===== src/rtl/osc_freq_monitor.sv =====
// rtl/osc_freq_monitor.sv - oscillator frequency window and loss-of-clock monitor
//
// Counts rising edges of the asynchronous MON_CLK over a gate window of
// GATE_CYCLES CLK cycles, reports the count and whether it lies within
// [MIN_COUNT, MAX_COUNT], keeps a sticky error flag, and optionally flags
// loss of the monitored clock.
//
// Optional feature macro: OSC_MON_LOSS_DET_EN (loss-of-clock detector).
//
// Ports:
//   CLK          in   monitor clock
//   RESETN       in   synchronous active-low reset
//   ENABLE       in   run measurements while high
//   MON_CLK      in   monitored oscillator, asynchronous to CLK
//   ERR_CLR      in   one-cycle pulse, clears FREQ_ERR
//   COUNT        out  edge count of the last completed window
//   COUNT_VALID  out  one-cycle pulse when COUNT updates
//   FREQ_OK      out  last completed window was in range
//   FREQ_ERR     out  sticky out-of-range flag
//   CLK_LOSS     out  no monitored edge for LOSS_LIMIT cycles
module osc_freq_monitor #(
  parameter int unsigned GATE_CYCLES = 50000,
  parameter int unsigned MIN_COUNT   = 990,
  parameter int unsigned MAX_COUNT   = 1010,
  parameter int unsigned CNT_W       = 16,
  parameter int unsigned LOSS_LIMIT  = 200
) (
  input  logic             CLK,
  input  logic             RESETN,
  input  logic             ENABLE,
  input  logic             MON_CLK,
  input  logic             ERR_CLR,
  output logic [CNT_W-1:0] COUNT,
  output logic             COUNT_VALID,
  output logic             FREQ_OK,
  output logic             FREQ_ERR,
  output logic             CLK_LOSS
);

  localparam int unsigned       GATE_W    = (GATE_CYCLES > 1) ? $clog2(GATE_CYCLES) : 1;
  localparam logic [GATE_W-1:0] GATE_LAST = GATE_W'(GATE_CYCLES - 1);
  localparam logic [CNT_W-1:0]  CNT_SAT   = '1;
  localparam logic [CNT_W-1:0]  MIN_C     = CNT_W'(MIN_COUNT);
  localparam logic [CNT_W-1:0]  MAX_C     = CNT_W'(MAX_COUNT);

  typedef enum logic [1:0] {
    IDLE    = 2'd0,
    MEASURE = 2'd1,
    EVAL    = 2'd2
  } state_t;

  state_t            state_q, state_d;
  logic              sync1_q, sync1_d;
  logic              sync2_q, sync2_d;
  logic              hist_q, hist_d;
  logic [GATE_W-1:0] gate_q, gate_d;
  logic [CNT_W-1:0]  edge_cnt_q, edge_cnt_d;
  logic [CNT_W-1:0]  count_q, count_d;
  logic              count_valid_q, count_valid_d;
  logic              freq_ok_q, freq_ok_d;
  logic              freq_err_q, freq_err_d;

  logic              edge_pulse;
  logic              in_range;

  always_comb begin
    edge_pulse    = sync2_q & ~hist_q;
    // The saturated value is always above MAX_COUNT, so saturation reads as out of range.
    in_range      = (edge_cnt_q >= MIN_C) && (edge_cnt_q <= MAX_C);

    sync1_d       = MON_CLK;
    sync2_d       = sync1_q;
    hist_d        = sync2_q;

    state_d       = state_q;
    gate_d        = gate_q;
    edge_cnt_d    = edge_cnt_q;
    count_d       = count_q;
    count_valid_d = 1'b0;
    freq_ok_d     = freq_ok_q;
    freq_err_d    = ERR_CLR ? 1'b0 : freq_err_q;

    unique case (state_q)
      IDLE: begin
        gate_d     = '0;
        edge_cnt_d = '0;
        if (ENABLE) begin
          state_d = MEASURE;
        end
      end

      MEASURE: begin
        if (!ENABLE) begin
          // Abort discards the partial window; reported results are left untouched.
          state_d    = IDLE;
          gate_d     = '0;
          edge_cnt_d = '0;
        end else begin
          if (edge_pulse && (edge_cnt_q != CNT_SAT)) begin
            edge_cnt_d = edge_cnt_q + CNT_W'(1);
          end
          if (gate_q == GATE_LAST) begin
            gate_d  = '0;
            state_d = EVAL;
          end else begin
            gate_d = gate_q + GATE_W'(1);
          end
        end
      end

      EVAL: begin
        count_d       = edge_cnt_q;
        count_valid_d = 1'b1;
        freq_ok_d     = in_range;
        // Setting takes priority over a coincident ERR_CLR.
        if (!in_range) begin
          freq_err_d = 1'b1;
        end
        gate_d = '0;
        if (ENABLE) begin
          // An edge arriving during evaluation belongs to the next window.
          state_d    = MEASURE;
          edge_cnt_d = CNT_W'(edge_pulse);
        end else begin
          state_d    = IDLE;
          edge_cnt_d = '0;
        end
      end

      default: begin
        state_d = IDLE;
      end
    endcase
  end

  always_ff @(posedge CLK) begin
    if (!RESETN) begin
      state_q       <= IDLE;
      sync1_q       <= 1'b0;
      sync2_q       <= 1'b0;
      hist_q        <= 1'b0;
      gate_q        <= '0;
      edge_cnt_q    <= '0;
      count_q       <= '0;
      count_valid_q <= 1'b0;
      freq_ok_q     <= 1'b0;
      freq_err_q    <= 1'b0;
    end else begin
      state_q       <= state_d;
      sync1_q       <= sync1_d;
      sync2_q       <= sync2_d;
      hist_q        <= hist_d;
      gate_q        <= gate_d;
      edge_cnt_q    <= edge_cnt_d;
      count_q       <= count_d;
      count_valid_q <= count_valid_d;
      freq_ok_q     <= freq_ok_d;
      freq_err_q    <= freq_err_d;
    end
  end

  assign COUNT       = count_q;
  assign COUNT_VALID = count_valid_q;
  assign FREQ_OK     = freq_ok_q;
  assign FREQ_ERR    = freq_err_q;

`ifdef OSC_MON_LOSS_DET_EN
  localparam int unsigned       LOSS_W   = $clog2(LOSS_LIMIT + 1);
  localparam logic [LOSS_W-1:0] LOSS_MAX = LOSS_W'(LOSS_LIMIT);

  logic [LOSS_W-1:0] loss_cnt_q, loss_cnt_d;

  always_comb begin
    loss_cnt_d = loss_cnt_q;
    if (!ENABLE || edge_pulse) begin
      loss_cnt_d = '0;
    end else if (loss_cnt_q != LOSS_MAX) begin
      loss_cnt_d = loss_cnt_q + LOSS_W'(1);
    end
  end

  always_ff @(posedge CLK) begin
    if (!RESETN) begin
      loss_cnt_q <= '0;
    end else begin
      loss_cnt_q <= loss_cnt_d;
    end
  end

  assign CLK_LOSS = (loss_cnt_q == LOSS_MAX);
`else
  logic unused_loss_limit;
  assign unused_loss_limit = |LOSS_LIMIT;
  assign CLK_LOSS          = 1'b0;
`endif

endmodule


===== config.mk =====
export PLATFORM = sky130hd
export DESIGN_NAME = osc_freq_monitor
export DESIGN_NICKNAME = d
export VERILOG_FILES = /design/src/rtl/osc_freq_monitor.sv
export SDC_FILE = /design/constraint.sdc
export NUM_CORES = 1
export LEC_CHECK = 0
export ABC_AREA = 1
export CAP_MARGIN = 20
export CORE_MARGIN = 2
export CORE_UTILIZATION = 25
export CTS_BUF_LIST = sky130_fd_sc_hd__clkbuf_4
export CTS_CLUSTER_SIZE = 25
export DETAILED_ROUTE_END_ITERATION = 8
export PLACE_DENSITY = 0.45
export SLEW_MARGIN = 20
export SYNTH_ARGS = -nofsm -noshare
export SYNTH_HDL_FRONTEND = slang
export SYNTH_SLANG_ARGS = --single-unit

===== constraint.sdc =====
create_clock -name CLK -period 2.2 [get_ports CLK]
set_input_delay 0.44 -clock CLK [delete_from_list [all_inputs] [get_ports CLK]]
set_output_delay 0.44 -clock CLK [all_outputs]
set_load 0.05 [all_outputs]

# After elaboration in Yosys (flattened, before gate mapping)

Cells that the tools add are included.

Bits in registers: 56
Input port bits: 5
Output and inout port bits: 20

$add $sub $neg: 2
Magnitude comparators: 2
Eq/ne operators: 7
Multiplexer cells: 16
Bitwise gates (word level): 2
Reduce and logical (&&, ||, !) cells: 8

Operator list:

| kind                                                  | number |
|---|---|
| two-way mux 16 bit                                    | 4 |
| one-hot mux 16 bit (3 select lines)                   | 1 |
| adder 16 x 1 -> 16 bit, second input constant         | 2 |
| one-hot mux 16 bit (2 select lines)                   | 1 |
| equality test 16 bit, second input constant           | 1 |
| >= comparator 16 x 10 -> 1 bit, second input constant | 1 |
| <= comparator 16 x 10 -> 1 bit, second input constant | 1 |
| inequality test 16 bit, second input constant         | 1 |
| two-way mux 1 bit                                     | 6 |
| two-way mux 2 bit                                     | 3 |
| inequality test 3 bit, second input constant          | 2 |
| one-hot mux 2 bit (3 select lines)                    | 1 |
| AND reduction 2 bit                                   | 2 |
| nonzero test 3 bit                                    | 1 |
| equality test 2 x 1 -> 1 bit, second input constant   | 1 |
| equality test 2 bit, second input constant            | 1 |
| logical AND 1 bit                                     | 2 |
| zero test 2 bit                                       | 1 |
| inequality test 2 bit, second input constant          | 1 |
| nonzero test 2 bit                                    | 1 |
| OR reduction 2 bit                                    | 1 |
| bitwise AND 1 bit                                     | 1 |
| NOT 1 bit                                             | 1 |

# Longest topological paths before layout

Depth after elaboration: 6
Gate-level depth with buffers: 10
Depth with buffers taken out: 10

# Worst setup path after synthesis

Ideal clock, no wire load.

Path kind: register -> register
Start point: reg state_q[0]
End point: reg edge_cnt_q[0]
Data arrival time: 1.492 ns
Slack: 0.593 ns
Cell stages (with the launch flop): 9
Path buffers: 2
Clock period less this slack: 1.607 ns
Cell sequence: dfxtp_1 > inv_1 > ha_1 > buf_2 > nor2_1 > nand2_1 > clkbuf_1 > a21oi_1 > nor2_1

Word-level cells in the longest chain between the ends: 3

Ends and longest elaborated chain:

| item                                                                  | RTL line | text |
|---|---|---|
| from (decl)                                                           | 52       | `state_t state_q, state_d;` |
| from (signal assigned)                                                | 149      | `state_q <= state_d;` |
| equality test 2 x 1 -> 1 bit, or another cell as far along            | 83       | `unique case (state_q)` |
| inequality test 3 bit (no line) or nonzero test 3 bit (tied branches) | n/a      |  |
| AND reduction 2 bit (no line)                                         | n/a      |  |
| to (signal assigned)                                                  | 154      | `edge_cnt_q <= edge_cnt_d;` |
| to (decl)                                                             | 57       | `logic [CNT_W-1:0] edge_cnt_q, edge_cnt_d;` |

Parallel ways exist; a longest one is shown, timed or not.
A chain may end at the register's enable or synchronous reset.

# Worst setup path in the final report

Start point: reg count_q[3] (netlist: COUNT[3])
End point: out COUNT[3]

RTL lines:

| item                   | RTL line | text |
|---|---|---|
| from (decl)            | 58       | `logic [CNT_W-1:0] count_q, count_d;` |
| from (signal assigned) | 155      | `count_q <= count_d;` |
| to (decl)              | 33       | `output logic [CNT_W-1:0] COUNT,` |

No word-level cell between the ends.

==> flow_summary_export.csv <==
group,metric,value,unit
logic_synthesis,synth-edff-count,0,
cells_and_area,layout_commonest_cell,"nand2_1",
detailed_routing,routed_wl,7749,um
sta,whs,409.8,ps
cts,clock_latency,400,ps
power,power_density,675.6,nW/um^2
detailed_routing,drc,0,
cells_and_area,nets,487,
sta,fin_setup_tns,0,ps
logic_synthesis,netlist_area,3028,um^2
logic_synthesis,synthMuxAreaShare,0,
sta,max_freq,488.5,MHz
logic_synthesis,ys.warnings.count,0,
cts,cts_tree,"built",
sta,relSlewSlack,0.6522,
logic_synthesis,synth_cells,454,
cts,post-cts-setup-buffers,0,
global_routing,grt_max_degree,39,
cts,root_buffer,"clkbuf_4",
detailed_routing,wl_met2,3342,um
logic_synthesis,post_synth_main_area_contributors,"dfxtp_1 (37%), nand2_1 (11%), nor2_1 (8.7%), inv_1 (7.2%), nand3_1 (6.0%)",
logic_synthesis,async_flop_share,0,
detailed_routing,wl_met3,266,um
detailed_routing,met1_length,4023,um
global_routing,grt_pass1_vias,2685,
sta,drv_slew,0,
worst_hold_path,min_path_type,"reg2reg",
worst_setup_path,critPathCaptureType,"output port",
detailed_routing,routedWlPerCell,12.44,um
logic_synthesis,syn_avg_cell_area,6.669,um^2
cts,holdBufCountCts,0,
logic_synthesis,synth_xor_area_frac,0.01736,
sta,clock_skew,17.52,ps
worst_setup_path,crit_path_max_incr_delay,820,ps
power,peakVddDrop,0.2595,mV
logic_synthesis,synthSimpleGateAreaFrac,0.3554,
worst_setup_path,cp.required,1760,ps
sta,rsz0062_at_grt,"false",
cts,clk_pin_slew,180,ps
sta,fin_crit_sh,0.9305,
floorplan,io_pins,25,
detailed_routing,initialDrtViolationCount,173,
power,p_leak,1.426,nW
worst_setup_path,crit_buf_inv,1,
cts,numCtsBuffers,5,
detailed_routing,drt_first_pass_iters,5,
logic_synthesis,ys_seq_elements,56,
run_status,status,"completed",
cts,cts_max_level,2,
cells_and_area,layout_common_cells,"nand2_1 (92), nor2_1 (70), inv_1 (58)",
floorplan,coreArea,11910,um^2
global_routing,grt_antenna_before_repair,0,
global_routing,track_usage,0.1261,
cells_and_area,diodes,0,
logic_synthesis,synth_compound_area_frac,0.1231,
logic_synthesis,syn-num-nets,466,
detailed_routing,viasPerCell,4.485,
cts,cts_resized,0,
floorplan,rows,40,
floorplan,initial_core_util,0.2542,
global_routing,grt_pass1_wl,13280,um
global_routing,grt_overflow_total,0,
worst_setup_path,critical_path_class,"reg2out",
logic_synthesis,seq_area_frac_synth,0.3702,
worst_setup_path,critPathMaxFanout,2,
floorplan,die_w,114.1,um
floorplan,die_h,114.1,um
detailed_routing,top_layer_used,"met4",
worst_setup_path,cp_top_family,"buffers and inverters",
sta,worst_pin_slew,520.1,ps
worst_setup_path,start_kind,"flop",
logic_synthesis,synth_fa_ha_area_frac,0.02893,
cells_and_area,drive_above_1_share,0.07143,
placed_design,dp_hpwl,5656,um
worst_setup_path,crit_chain,"clkdlybuf4s50_1",
worst_setup_path,arrival,1610,ps
logic_synthesis,synth_top_family_by_area,"simple AND/OR/NAND/NOR gates",
floorplan,die_area,13010,um^2
cells_and_area,syn_to_final_growth,16.03,%
logic_synthesis,ys.flop_type,"dfxtp_1",
detailed_routing,postRouteAntennaNets,0,
cts,cts.path.max_buffers,2,
placed_design,portBuffers,23,
detailed_routing,vias,2794,
logic_synthesis,synthDistinctLibCells,27,
logic_synthesis,yosysTopAreaCellShare,0.3702,
flow_run,max-cap-violations,0,
worst_setup_path,critPathSlowestCell,"clkdlybuf4s50_1",
logic_synthesis,yosys.area.top_type,"dfxtp_1",
sta,setup_viol,0,
sta,hold_violations,0,
sta,period_minus_slack,2047,ps
cts,clock_sinks,56,
placed_design,gp_congestion,0.8369,
## registers in the layout, indices dropped and copies added (netlist names)
register / flops
sync1_q: 1
hist_q: 1
COUNT_VALID: 1
state_q: 2
edge_cnt_q: 16
COUNT: 16
FREQ_OK: 1
FREQ_ERR: 1
gate_q: 16
hist_d: 1
## power breakdown
group          internal [W]  switching [W]
Combinational      0.000210       0.000404
Clock              0.000252       0.000372
Sequential          0.00108      0.0000600
Total               0.00154       0.000835
## cell type report
cell class              instances  area (um^2)
multi-input cells             322         1593
fillers                      1313         8398
flip-flops and latches         56         1121
clock buffers                   5        37.54
inverters                      58        217.7
clock inverters                 3        50.05
well taps                     147        183.9
repair buffers                 32        310.3
## per-stage QoR
step                      total power (W)  instance area (um^2)    util  cells  worst slack (ps)
final                            0.002374                  3513  0.2950    623             152.8
after global routing             0.002523                  3513  0.2950    623             82.55
after CTS                        0.002408                  3513  0.2950    623             129.9
after detailed placement         0.001772                  3426  0.2876    615             327.1
after global placement           0.001774                  3426  0.2876    615             310.8
after floorplan                  0.001599                  3028       -    454             593.4
## cell usage after synthesis (all sizes together) (5+ instances only)
cell type / count
nand2: 96
nand4: 12
a21oi: 34
nand3: 45
dfxtp: 56
nor3: 9
buf: 9
xor2: 5
nor2: 72
ha: 7
o21ai: 35
inv: 58
clkbuf: 9
## kinds of logic (layout without fill, tap and decap cells)
| group | count (synthesis) | count (layout) |
|---|---|---|
| other cells | 1 | 1 |
| compound gates | 71 | 71 |
| flops | 56 | 56 |
| simple gates | 237 | 237 |
| buf+inv | 76 | 98 |
| fa+ha+maj | 7 | 7 |
| xor+xnor | 6 | 6 |
## per-layer routing
| metal | track usage | vias up |
|---|---|---|
| met5 | 0 | - |
| met4 | 0.04065 | 0 |
| met3 | 0.02382 | 9 |
| met2 | 0.1929 | 49 |
| met1 | 0.1789 | 1240 |
| li1 | - | 1496 |
## final timing paths
path,start,endpoint,slack [ps],depth (start not counted)
min,sync1_q,hist_d,410,2
min reg2reg,sync1_q,hist_d,410,2
max reg2reg,edge_cnt_q[0],edge_cnt_q[13],350,10
max,COUNT[3],COUNT[3],150,1
(Power assumes the default switching activity.)
